## config.mk

```make
export PLATFORM = sky130hd
export DESIGN_NAME = exibe_sequencia
export DESIGN_NICKNAME = d
export VERILOG_FILES = /design/src/rtl/exibe_pkg.sv /design/src/rtl/contador_tempo.sv /design/src/rtl/exibe_sequencia.sv
export SDC_FILE = /design/constraint.sdc
export NUM_CORES = 1
export LEC_CHECK = 0
export ABC_AREA = 1
export BUFFER_PORTS_ARGS = -buffer_cell sky130_fd_sc_hd__buf_4
export CORE_AREA = 2 2 57 80
export DETAILED_ROUTE_END_ITERATION = 12
export DIE_AREA = 0 0 59 82
export HOLD_SLACK_MARGIN = 0.1
export PLACE_DENSITY_LB_ADDON = 0.12
export SYNTH_ARGS = -nofsm -noshare
export SYNTH_HDL_FRONTEND = slang
export SYNTH_SLANG_ARGS = --single-unit
export TNS_END_PERCENT = 30
```

## constraint.sdc

```tcl
create_clock -name clock -period 2.5 [get_ports clock]
set_input_delay 0.375 -clock clock [delete_from_list [all_inputs] [get_ports clock]]
set_output_delay 0.375 -clock clock [all_outputs]
set_load 0.02 [all_outputs]
```

## src/rtl/exibe_pkg.sv

```systemverilog
// Shared definitions for the sequence-presentation controller: state encodings
// and default on/off durations.
package exibe_pkg;

  typedef enum logic [2:0] {
    OCIOSO  = 3'd0,
    CARREGA = 3'd1,
    ACENDE  = 3'd2,
    APAGA   = 3'd3,
    FIM     = 3'd4
  } estado_t;

  localparam int TEMPO_ON_PADRAO  = 1000;
  localparam int TEMPO_OFF_PADRAO = 500;

  // Timer only ever holds duration-1, so clog2 of the larger duration suffices.
  function automatic int largura_tempo(input int on, input int off);
    int maior;
    maior = (on > off) ? on : off;
    largura_tempo = (maior > 1) ? $clog2(maior) : 1;
  endfunction

endpackage

```

## src/rtl/contador_tempo.sv

```systemverilog
// Loadable down-counter used for the lit and dark intervals; holds at zero
// until reloaded.
module contador_tempo #(
  parameter int LARGURA = 4
) (
  input  logic               clock,
  input  logic               reset,
  input  logic               carrega,
  input  logic [LARGURA-1:0] valor,
  output logic               zero
);

  logic [LARGURA-1:0] conta;

  always_ff @(posedge clock or negedge reset) begin
    if (!reset) begin
      conta <= '0;
    end else if (carrega) begin
      conta <= valor;
    end else if (conta != '0) begin
      conta <= conta - 1'b1;
    end
  end

  assign zero = (conta == '0);

endmodule

```

## src/rtl/exibe_sequencia.sv

```systemverilog
// Shows the stored ROM sequence (addresses 0..limite) on the LEDs, each element
// lit then followed by a dark gap. Optional abort input: EXIBE_SEQUENCIA_CANCELA_EN.
//
// state   | meaning
// OCIOSO  | idle, waiting for iniciar
// CARREGA | one cycle for the synchronous ROM read of the current index
// ACENDE  | element lit for TEMPO_ON cycles
// APAGA   | dark gap for TEMPO_OFF cycles
// FIM     | pronto pulse, back to idle
module exibe_sequencia
  import exibe_pkg::*;
#(
  parameter int ADDR_W    = 4,
  parameter int DATA_W    = 4,
  parameter int TEMPO_ON  = TEMPO_ON_PADRAO,
  parameter int TEMPO_OFF = TEMPO_OFF_PADRAO
) (
  input  logic              clock,
  input  logic              reset,
`ifdef EXIBE_SEQUENCIA_CANCELA_EN
  input  logic              cancelar,
`endif
  input  logic              iniciar,
  input  logic [ADDR_W-1:0] limite,
  input  logic [DATA_W-1:0] mem_data,
  output logic [ADDR_W-1:0] mem_addr,
  output logic [DATA_W-1:0] leds,
  output logic              exibindo,
  output logic              pronto,
  output logic [2:0]        db_estado
);

  localparam int LT = largura_tempo(TEMPO_ON, TEMPO_OFF);
  localparam logic [LT-1:0] CARGA_ON  = LT'(TEMPO_ON - 1);
  localparam logic [LT-1:0] CARGA_OFF = LT'(TEMPO_OFF - 1);

  estado_t           estado, proximo;
  logic [ADDR_W-1:0] indice, lim_reg;
  logic              tempo_zero, carrega_tempo;
  logic [LT-1:0]     valor_tempo;
  logic              inicia, avanca, cancela;

`ifdef EXIBE_SEQUENCIA_CANCELA_EN
  assign cancela = cancelar && (estado != OCIOSO);
`else
  assign cancela = 1'b0;
`endif

  contador_tempo #(.LARGURA(LT)) u_tempo (
    .clock   (clock),
    .reset   (reset),
    .carrega (carrega_tempo),
    .valor   (valor_tempo),
    .zero    (tempo_zero)
  );

  always_ff @(posedge clock or negedge reset) begin
    if (!reset) begin
      estado <= OCIOSO;
    end else begin
      estado <= proximo;
    end
  end

  always_comb begin
    proximo       = estado;
    inicia        = 1'b0;
    avanca        = 1'b0;
    carrega_tempo = 1'b0;
    valor_tempo   = CARGA_ON;
    case (estado)
      OCIOSO: begin
        if (iniciar) begin
          proximo = CARREGA;
          inicia  = 1'b1;
        end
      end
      CARREGA: begin
        proximo       = ACENDE;
        carrega_tempo = 1'b1;
        valor_tempo   = CARGA_ON;
      end
      ACENDE: begin
        if (tempo_zero) begin
          proximo       = APAGA;
          carrega_tempo = 1'b1;
          valor_tempo   = CARGA_OFF;
        end
      end
      APAGA: begin
        if (tempo_zero) begin
          if (indice == lim_reg) begin
            proximo = FIM;
          end else begin
            proximo = CARREGA;
            avanca  = 1'b1;
          end
        end
      end
      FIM:     proximo = OCIOSO;
      default: proximo = OCIOSO;
    endcase
    // Abort wins over every other transition.
    if (cancela) begin
      proximo       = OCIOSO;
      avanca        = 1'b0;
      carrega_tempo = 1'b0;
    end
  end

  always_ff @(posedge clock or negedge reset) begin
    if (!reset) begin
      indice  <= '0;
      lim_reg <= '0;
    end else if (inicia) begin
      indice  <= '0;
      lim_reg <= limite;
    end else if (avanca) begin
      indice  <= indice + 1'b1;
    end
  end

  // ROM output and state are both registered, so this gating cannot glitch.
  assign leds      = (estado == ACENDE) ? mem_data : '0;
  assign mem_addr  = indice;
  assign exibindo  = (estado != OCIOSO);
  assign pronto    = (estado == FIM);
  assign db_estado = estado;

endmodule
```

==> out/qor.yml, run 1 <==
final_layout:
  mostFrequentLayoutCells: "nand2_1, inv_1, buf_4"
  fillers: 446
  syn_to_final_growth_pct: 21.4
  diodes: 0
  layout.cells.non_filler: 241
  layout_commonest_cell: "nand2_1"
  largest_register_ffs: 10
  drive_gt1_share_pct: 18.9
  final_net_count: 210
placed_design:
  dp.cells: 236
  place_congestion: 0.888
  dp_hpwl_um: 2250
  port_buffers: 23
drt:
  drtAntennaViolNets: 0
  dr.pass1.iters: 4
  vias: 1170
  drc: 0
  drt_iter0_drc: 51
  vias_per_cell: 4.85
  drt_wl_total_um: 2930
  routedWlPerCell_um: 12.2
setup_path:
  rrSetupSlack_ns: 0.92
  worstPathArrival_ns: 1.33
  slowest_delay_ns: 0.41
  cp_max_fo: 6
  worst_r2r_endpoint: "mem_addr[3]$_DFFE_PN0P_"
  r2r_cells: 7
  worstSetupPathType: "register to output pin"
  crit_path_top_delay_cell: "dfrtp_1"
  crit_chain: "inv_1 -> nand2_1 -> inv_1 -> nand2_1 -> nor2_1 -> buf_4"
  setup.worst_path.end_class: "output pin"
  critPathLaunchType: "register"
  worstPathRequired_ns: 2.12
  crit-reg2reg-launch: "u_tempo.conta[0]$_DFFE_PN0P_"
clocking:
  cts_resized: 0
  cts_root_buf: "clkbuf_8"
  htreeDepth: 1
  cts_buffer_depth: 2
  path_clk_slew_ns: 0.08
  worstSkewPairLatency_ns: 0.26
  cts_sinks: 21
  cts_tree: "built"
  cts_buffers: 3
hold_path:
  hp-class: "input port to register"
  worstHoldStart: "limite[3]"
  hold_end: "lim_reg[3]$_DFFE_PN0P_"
  min_path_cells: 3
sta:
  clock-skew-final_ns: 0.00529
  tightest_slew_ns: 0.593
  setup_viol: 0
  finalCritPeriodShare_pct: 68.3
  finalMaxSlewViolations: 0
  post-route-min-period_ns: 1.71
  whs_ns: 0.369
  setup-tns-final_ns: 0
  max_freq_ghz: 0.585
  relSlewSlack_pct: 60.4
  rsz0062_at_grt: "false"
  timing_hold_violations_final: 0
global_route:
  use_met1_pct: 16.1
  grt_max_degree: 22
  antenna_found_initial: 0
  use_met3_pct: 1.89
  overflow: 0
  use_met2_pct: 24.1
  grt_usage_pct: 13.6
  grt_pass1_wl_um: 5000
  grt_pass1_vias: 1139
  grt-busiest-layer: "met2"
yosys:
  syn_avg_cell_area_um2: 7.57
  ys_ff_latch: 21
  synth_top_family_by_area: "simple AND/OR/NAND/NOR gates"
  yosys_warnings: 0
  synthAdderAreaFrac_pct: 1.96
  synth.distinct_cells: 24
  syn-cell-area_um2: 1280
  yosys.area_share.simple_pct: 37.0
  synth-xor-area-share_pct: 3.42
  synth.area.mux_share_pct: 0
  syn_nets: 182
  yosys.area.top_type: "dfrtp_1"
  yosys-top-cells-area: "dfrtp_1, nand2_1, inv_1"
  synth-compound-area-share_pct: 7.44
  ys_seq_area_share_pct: 41.1
  synth_top_area_share_pct: 41.1
  syn_inst: 169
floorplanning:
  die_area_um2: 4840
  rows: 28
  die_x_um: 59
  start_util_pct: 30.9
  ios: 24
  die_y_um: 82
  core_um2: 4130
power:
  p_switching_uw: 125
  p_seq_share_pct: 57.4
  switching_share_pct: 21.2
  clockPowerShare_pct: 37.2
  peakVddDrop_uv: 132
  leakagePower_nw: 0.854
  combPwrFrac_pct: 5.4
  p_int_uw: 466
  p_per_area_nw_per_um2: 381
outcome:
  status: "completed"
run:
  drv_cap: 0
## Yosys cell counts, drive strengths merged
cell type,n
nor4,1
o21ai,5
inv,28
xor2,4
o32ai,1
nand2,45
nor2,23
a21oi,7
buf,1
nor3b,2
nand4,5
nand3,18
nor3,3
o211ai,2
dfrtp,21
ha,2
xnor2,1
## critical path: cells and delay by family, from the launching register on
kind / cells / cell delay, ns
DFF: 1 / 0.41
and+or+nand+nor: 3 / 0.34
buffers and inverters: 3 / 0.32
## per-layer routing
layer  wire (um)  up-vias
met1        1240      555
met3          63        6
li1            -      591
met5           0        -
met4          66        0
met2        1560       18
## power groups by stage
stage	sequential, mW	clock, mW	combinational, mW
detailed placement	0.346	0	0.0320
floorplan	0.346	0	0.00727
global route	0.339	0.243	0.0360
finish	0.339	0.220	0.0320
global placement	0.346	0	0.0318
CTS	0.339	0.235	0.0331
## worst max path at each step
stage                                    to  slack [ns]                         start
finish                              leds[1]        0.79      db_estado[2]$_DFFE_PN0P_
global route                        leds[2]        0.61      db_estado[2]$_DFFE_PN0P_
detailed placement  mem_addr[3]$_DFFE_PN0P_        0.93  u_tempo.conta[0]$_DFFE_PN0P_
global placement    mem_addr[3]$_DFFE_PN0P_        0.93  u_tempo.conta[0]$_DFFE_PN0P_
CTS                                 leds[1]        0.78      db_estado[2]$_DFFE_PN0P_
floorplan                           leds[0]        1.02      db_estado[2]$_DFFE_PN0P_
## stage by stage
step	setup WS [ns]	instance area [um2]	power [mW]	util, %
floorplan	1.02	1280	0.353	-
detailed placement	0.927	1500	0.378	36.2
global placement	0.934	1500	0.378	36.2
global route	0.606	1550	0.619	37.6
CTS	0.784	1550	0.608	37.6
finish	0.791	1550	0.592	37.6
## timing repair
action | in CTS | in global routing
buffers inserted | 0 | 0
hold buffers | 1 | 0
hold endpoints to repair | 21 | 0
## area by class of cell
class | count | area (um2) | area share (%)
multi-input cells | 119 | 637 | 41.0
flip-flops and latches | 21 | 526 | 33.8
repair buffers | 24 | 183 | 11.8
inverters | 28 | 105 | 6.77
well taps | 45 | 56.3 | 3.63
clock buffers | 3 | 41.3 | 2.66
clock inverters | 1 | 5.00 | 0.322
## logic make-up after synthesis
kind of cell / count (synthesis)
and+or+nand+nor: 97
buffers and inverters: 29
DFF: 21
AOI/OAI and AO/OA: 15
xor gates and xnor gates: 5
adders and majority gates: 2
No activity file was read; power rests on OpenSTA's default activity.
==> run 2: changes to the inputs <==
==> constraint.sdc (replaced) <==
create_clock -name clock -period 1.7 [get_ports clock]
set_input_delay 0.255 -clock clock [delete_from_list [all_inputs] [get_ports clock]]
set_output_delay 0.255 -clock clock [all_outputs]
set_load 0.02 [all_outputs]
==> run 2 against run 1 <==
Clock skew is 0.0038 ns higher. First-iteration DRC count is 20% lower. Largest cell class unchanged. Critical path type unchanged. Register-to-register slack worse by 0.73 ns. Power is 48% higher. Highest routed layer unchanged. Global-route usage is 0.47 points lower. Combinational power is 51% higher. Clock power is 50% higher. Sequential share of layout area is 0.77 points lower. Worst setup slack worse by 0.67 ns.
==> out/qor.yml, run 2 (synthesis gave the netlist of run 1 again) <==
global_route:
  grt_pass1_wl_um: 4910  # -1.8%
  overflow: 0  # unchanged
  grt_pass1_vias: 1148  # +0.79%
  grt_max_degree: 22  # unchanged
  grt_usage_pct: 13.1  # -0.47 points
  antenna_found_initial: 0  # unchanged
power:
  combPwrFrac_pct: 5.5  # about the same
  p_seq_share_pct: 56.9  # -0.5 points
  p_switching_uw: 187  # +49%
  switching_share_pct: 21.4  # +0.17 points
  leakagePower_nw: 0.868  # +1.7%
  peakVddDrop_uv: 221  # +67%
  clockPowerShare_pct: 37.6  # +0.4 points
  p_int_uw: 690  # +48%
  p_per_area_nw_per_um2: 552  # +45%
sta:
  setup_viol: 0  # unchanged
  rsz0062_at_grt: "false"
  setup-tns-final_ns: 0  # unchanged
  whs_ns: 0.242  # -0.128 ns
  finalMaxSlewViolations: 0  # unchanged
  tightest_slew_ns: 0.349  # -0.244 ns
  relSlewSlack_pct: 76.5  # +16 points
  finalCritPeriodShare_pct: 93.0
  timing_hold_violations_final: 0  # unchanged
  post-route-min-period_ns: 1.58
  clock-skew-final_ns: 0.00905  # +0.00377 ns
  max_freq_ghz: 0.632
floorplanning:
  start_util_pct: 30.9  # unchanged
  die_x_um: 59  # unchanged
  ios: 24  # unchanged
  core_um2: 4130  # unchanged
  die_area_um2: 4840  # unchanged
  die_y_um: 82  # unchanged
  rows: 28  # unchanged
clocking:
  cts_buffers: 3  # unchanged
  cts_sinks: 21  # unchanged
  cts_buffer_depth: 2  # unchanged
  worstSkewPairLatency_ns: 0.26  # about the same
  htreeDepth: 1  # unchanged
  post-cts-setup-buffers: 0  # unchanged
  cts_root_buf: "clkbuf_8"
  cts_tree: "built"
  path_clk_slew_ns: 0.08  # about the same
drt:
  drc: 0  # unchanged
  vias_per_cell: 4.80  # -1.2%
  vias: 1175  # +0.43%
  routedWlPerCell_um: 11.9  # -2.4%
  drt_iter0_drc: 41  # -20%
  drt_wl_total_um: 2910  # -0.78%
  dr.pass1.iters: 4  # unchanged
  drtAntennaViolNets: 0  # unchanged
setup_path:
  crit_path_top_delay_cell: "dfrtp_1"
  cp_max_fo: 6  # unchanged
  worstSetupPathType: "register to output pin"
  slowest_delay_ns: 0.42  # about the same
  critPathLaunchType: "register"
  startpoint: "db_estado[2]$_DFFE_PN0P_"
  crit-reg2reg-launch: "u_tempo.conta[0]$_DFFE_PN0P_"
  cp_common_cell: "inv_1"
  crit_chain: "inv_1 -> nand2_1 -> inv_1 -> nand2_2 -> nor2_1 -> buf_4"
  worstPathRequired_ns: 1.44  # -0.68 ns
  worstPathArrival_ns: 1.33  # about the same
  setup.worst_path.end_class: "output pin"
final_layout:
  syn_to_final_growth_pct: 24.3
  fillers: 458  # +2.7%
  layout_commonest_cell: "nand2_1"
  largest_register_ffs: 10  # unchanged
  diodes: 0  # unchanged
  drive_gt1_share_pct: 21.5  # +2.6 points
  final_util_pct: 38.4  # +0.88 points
  mostFrequentLayoutCells: "nand2_1, inv_1, buf_4"
  final_net_count: 214  # +1.9%
placed_design:
  place_congestion: 0.835  # -6.0%
  port_buffers: 23  # unchanged
  dp_hpwl_um: 2250  # about the same
outcome:
  status: "completed"
run:
  drv_cap: 0  # unchanged
hold_path:
  hp-class: "input port to register"
  worstHoldStart: "limite[3]"
-- run 2: cell count changes in the layout (fill, tap and decap cells not counted), sizes merged --
cell and change:
buf +4, clkinv -1, clkbuf +1
-- run 2: routing by layer --
metal / global-route usage, % / vias to the layer above / wire (um)
li1: - / 600 / -
met1: 15.5 / 558 / 1270
met2: 23.7 / 15 / 1560
met3: 1.89 / 2 / 53
met4: 4.77 / 0 / 27
met5: 0 / - / 0
-- run 2: metrics by stage --
stage,power [mW],instance area [um2],std cells,setup WS [ns]
finish,0.877,1590,245,0.118
global placement,0.556,1530,240,0.180
detailed placement,0.556,1530,240,0.137
global route,0.920,1590,245,0.00967
CTS,0.894,1580,245,0.0702
floorplan,0.520,1280,169,0.285
-- run 2: layout make-up --
type	instances	area, um2	area share, %
multi-input cells	119	644	40.6
flip-flops and latches	21	526	33.1
repair buffers	28	213	13.4
inverters	28	105	6.61
well taps	45	56.3	3.54
clock buffers	4	45.0	2.83
-- run 2: power by group through the flow --
stage | registers [mW] | clock network [mW] | logic [mW]
3_3_place_gp | 0.509 | 0 | 0.0466
3_5_place_dp | 0.509 | 0 | 0.0473
5_1_grt | 0.499 | 0.368 | 0.0531
2_1_floorplan | 0.509 | 0 | 0.0107
4_1_cts | 0.499 | 0.346 | 0.0492
6_report | 0.499 | 0.330 | 0.0482
-- run 2: worst paths after layout --
kind,to,slack (ns),depth (start not counted)
max,leds[2],0.12,6
min,lim_reg[3]$_DFFE_PN0P_,0.24,3
max reg2reg,u_tempo.conta[7]$_DFFE_PN0P_,0.19,7
min reg2reg,u_tempo.conta[0]$_DFFE_PN0P_,0.49,2
max in group asynchronous,mem_addr[1]$_DFFE_PN0P_,1.05,2
min in group asynchronous,u_tempo.conta[9]$_DFFE_PN0P_,0.41,2
-- run 2: what timing repair did --
| item | in CTS | in global routing |
|---|---|---|
| hold buffers | 1 | 0 |
| resized for setup | 0 | 3 |
| setup endpoints to repair | 0 | 6 |
| endpoints found under the hold margin | 21 | 0 |
-- run 2: worst max-delay path: cells and delay by family (launching register included) --
kind,cells,cell delay (ns)
DFF,1,0.42
buffers and inverters,3,0.34
and+or+nand+nor,3,0.31
==> run 3: changes to the inputs <==
--- a/config.mk
+++ b/config.mk
@@ -7,9 +7,10 @@
 export LEC_CHECK = 0
 export ABC_AREA = 1
 export BUFFER_PORTS_ARGS = -buffer_cell sky130_fd_sc_hd__buf_4
-export CORE_AREA = 2 2 57 80
+export CORE_AREA = 2 2 55 77
 export DETAILED_ROUTE_END_ITERATION = 12
-export DIE_AREA = 0 0 59 82
+export DIE_AREA = 0 0 57 79
+export GPL_TIMING_DRIVEN = 0
 export HOLD_SLACK_MARGIN = 0.1
 export PLACE_DENSITY_LB_ADDON = 0.12
 export SYNTH_ARGS = -nofsm -noshare
==> run 3 against run 2 <==
Non-clock buffer count decreased by 3. Via count decreased by 1.1%. Critical path type is now register to register. First-iteration DRC count increased by 7.3%. Clock skew decreased by 0.0072 ns. Critical path depth increased by 1. Register-to-register slack got worse by 0.06 ns. Clock-buffer cell count unchanged. Hold slack got worse by 0.0040 ns. Critical endpoint is now u_tempo.conta[7]$_DFFE_PN0P_. Routed wire length increased by 3.0%. Fmax increased by 0.85%. Flip-flop and latch count unchanged. Die area decreased by 6.9%.
==> out/qor.yml, run 3 (synthesis gave the netlist of run 1 again) <==
power:
  p_per_area_nw_per_um2: 560  # +1.5%
  leakagePower_nw: 0.853  # -1.7%
  power.total_uw: 877  # about the same
  peakVddDrop_uv: 362  # +64%
drt:
  vias: 1162  # -1.1%
  drt_iter0_drc: 44  # +7.3%
  drtAntennaViolNets: 0  # unchanged
  dr.pass1.iters: 4  # unchanged
  drt_wl_total_um: 3000  # +3.0%
  routedWlPerCell_um: 12.5  # +5.1%
  drc: 0  # unchanged
  vias_per_cell: 4.84  # +0.95%
floorplanning:
  die_area_um2: 4500  # -6.9%
  core_um2: 3850  # -6.8%
  ios: 24  # unchanged
  die_y_um: 79  # -3.7%
  die_x_um: 57  # -3.4%
  start_util_pct: 33.2  # +2.3 points
  rows: 27  # -3.6%
clocking:
  cts_buffers: 3  # unchanged
  worstSkewPairLatency_ns: 0.26  # about the same
  path_clk_slew_ns: 0.08  # about the same
  cts_buffer_depth: 2  # unchanged
  cts_tree: "built"
  htreeDepth: 1  # unchanged
  cts_sinks: 21  # unchanged
  cts_root_buf: "clkbuf_8"
  post-cts-setup-buffers: 0  # unchanged
setup_path:
  worstSetupPathType: "register to register"
  critPathLaunchType: "register"
  cp_max_fo: 8  # +2
  worstPathRequired_ns: 1.84  # +0.40 ns
  setup.worst_path.end_class: "register"
  worstPathArrival_ns: 1.70  # +0.37 ns
global_route:
  grt_max_degree: 22  # unchanged
  grt_pass1_wl_um: 5180  # +5.5%
  grt_usage_pct: 14.6  # +1.5 points
  antenna_found_initial: 0  # unchanged
  grt_pass1_vias: 1182  # +3.0%
  overflow: 0  # unchanged
sta:
  finalCritPeriodShare_pct: 92.3  # -0.78 points
  clock-skew-final_ns: 0.00184  # -0.00721 ns
  timing_hold_violations_final: 0  # unchanged
  tightest_slew_ns: 0.577  # +0.228 ns
  setup_viol: 0  # unchanged
  relSlewSlack_pct: 61.2  # -15 points
  whs_ns: 0.238  # -0.00396 ns
  finalMaxSlewViolations: 0  # unchanged
  fin_ws_ns: 0.132  # +0.0133 ns
  post-route-min-period_ns: 1.57  # -0.0133 ns
  max_freq_ghz: 0.638  # +0.85%
placed_design:
  port_buffers: 23  # unchanged
  dp_slack_ns: 0.0818  # -0.0551 ns
  place_congestion: 0.828  # -0.87%
  postPlaceCellArea_um2: 1510  # -1.4%
  dp_hpwl_um: 2320  # +3.1%
final_layout:
  largest_register_ffs: 10  # unchanged
  syn_to_final_growth_pct: 22.4
  mostFrequentLayoutCells: "nand2_1, inv_1, buf_4"
  diodes: 0  # unchanged
  finalInstanceArea_um2: 1570  # -1.5%
  final_net_count: 211  # -1.4%
  drive_gt1_share_pct: 19.8  # -1.7 points
  layout_commonest_cell: "nand2_1"
run:
  drv_cap: 0  # unchanged
hold_path:
  hp-class: "input port to register"
outcome:
  status: "completed"
-- run 3: cell count changes in the layout (fill, tap and decap cells not counted), sizes merged --
cell / change
buf: -3
-- run 3: stage by stage --
stage / TNS (ns) / cells / util (%)
after floorplan: 0 / 169 / -
after global placement: 0 / 235 / 39.1
after detailed placement: 0 / 235 / 39.1
after CTS: 0 / 240 / 40.5
after global routing: -0.00218 / 240 / 40.6
final: 0 / 240 / 40.6
-- run 3: worst paths after layout --
kind | startpoint | end | slack, ns | depth (start not counted)
hold reg to reg | u_tempo.conta[0]$_DFFE_PN0P_ | u_tempo.conta[0]$_DFFE_PN0P_ | 0.49 | 2
hold / removal | limite[3] | lim_reg[3]$_DFFE_PN0P_ | 0.24 | 3
setup / recovery | u_tempo.conta[0]$_DFFE_PN0P_ | u_tempo.conta[7]$_DFFE_PN0P_ | 0.13 | 7
setup reg to reg | u_tempo.conta[0]$_DFFE_PN0P_ | u_tempo.conta[7]$_DFFE_PN0P_ | 0.13 | 7
min in group asynchronous | reset | u_tempo.conta[7]$_DFFE_PN0P_ | 0.42 | 2
max in group asynchronous | reset | db_estado[0]$_DFFE_PN0P_ | 1.05 | 2
-- run 3: layout make-up --
cell class / count / area [um2]
clock buffer: 4 / 45.0
tap: 43 / 53.8
multi-input combinational: 119 / 642
buffer: 1 / 11.3
sequential: 21 / 526
inverter: 28 / 105
fill: 406 / 2290
timing repair buffer: 24 / 183
-- run 3: worst max-delay path, cell delays in order, from the launching register on --
cell and delay, ns:
dfrtp_1 0.39, inv_1 0.10, ha_2 0.26, nand3_2 0.16
nor2_8 0.22, nand2_1 0.14, nand4_1 0.11, nand3_1 0.07
-- run 3: timing repair --
item                                   in CTS  in global routing
resized for setup                           0                  2
setup endpoints to repair                   0                 13
hold buffers                                1                  0
endpoints found under the hold margin      21                  0
-- run 3: layer usage --
metal	part of all wire, %	GRT usage [%]	vias up
met5	0	0	-
met4	1.5	7.21	0
met3	1.7	1.63	4
met2	54	26.2	12
met1	43	16.8	550
li1	-	-	596
-- run 3: power by group --
group | leakage (nW) | internal [mW] | switching (mW)
registers | 0.221 | 0.499 | 0
logic | 0.610 | 0.0238 | 0.0242
clock network | 0.0228 | 0.167 | 0.163
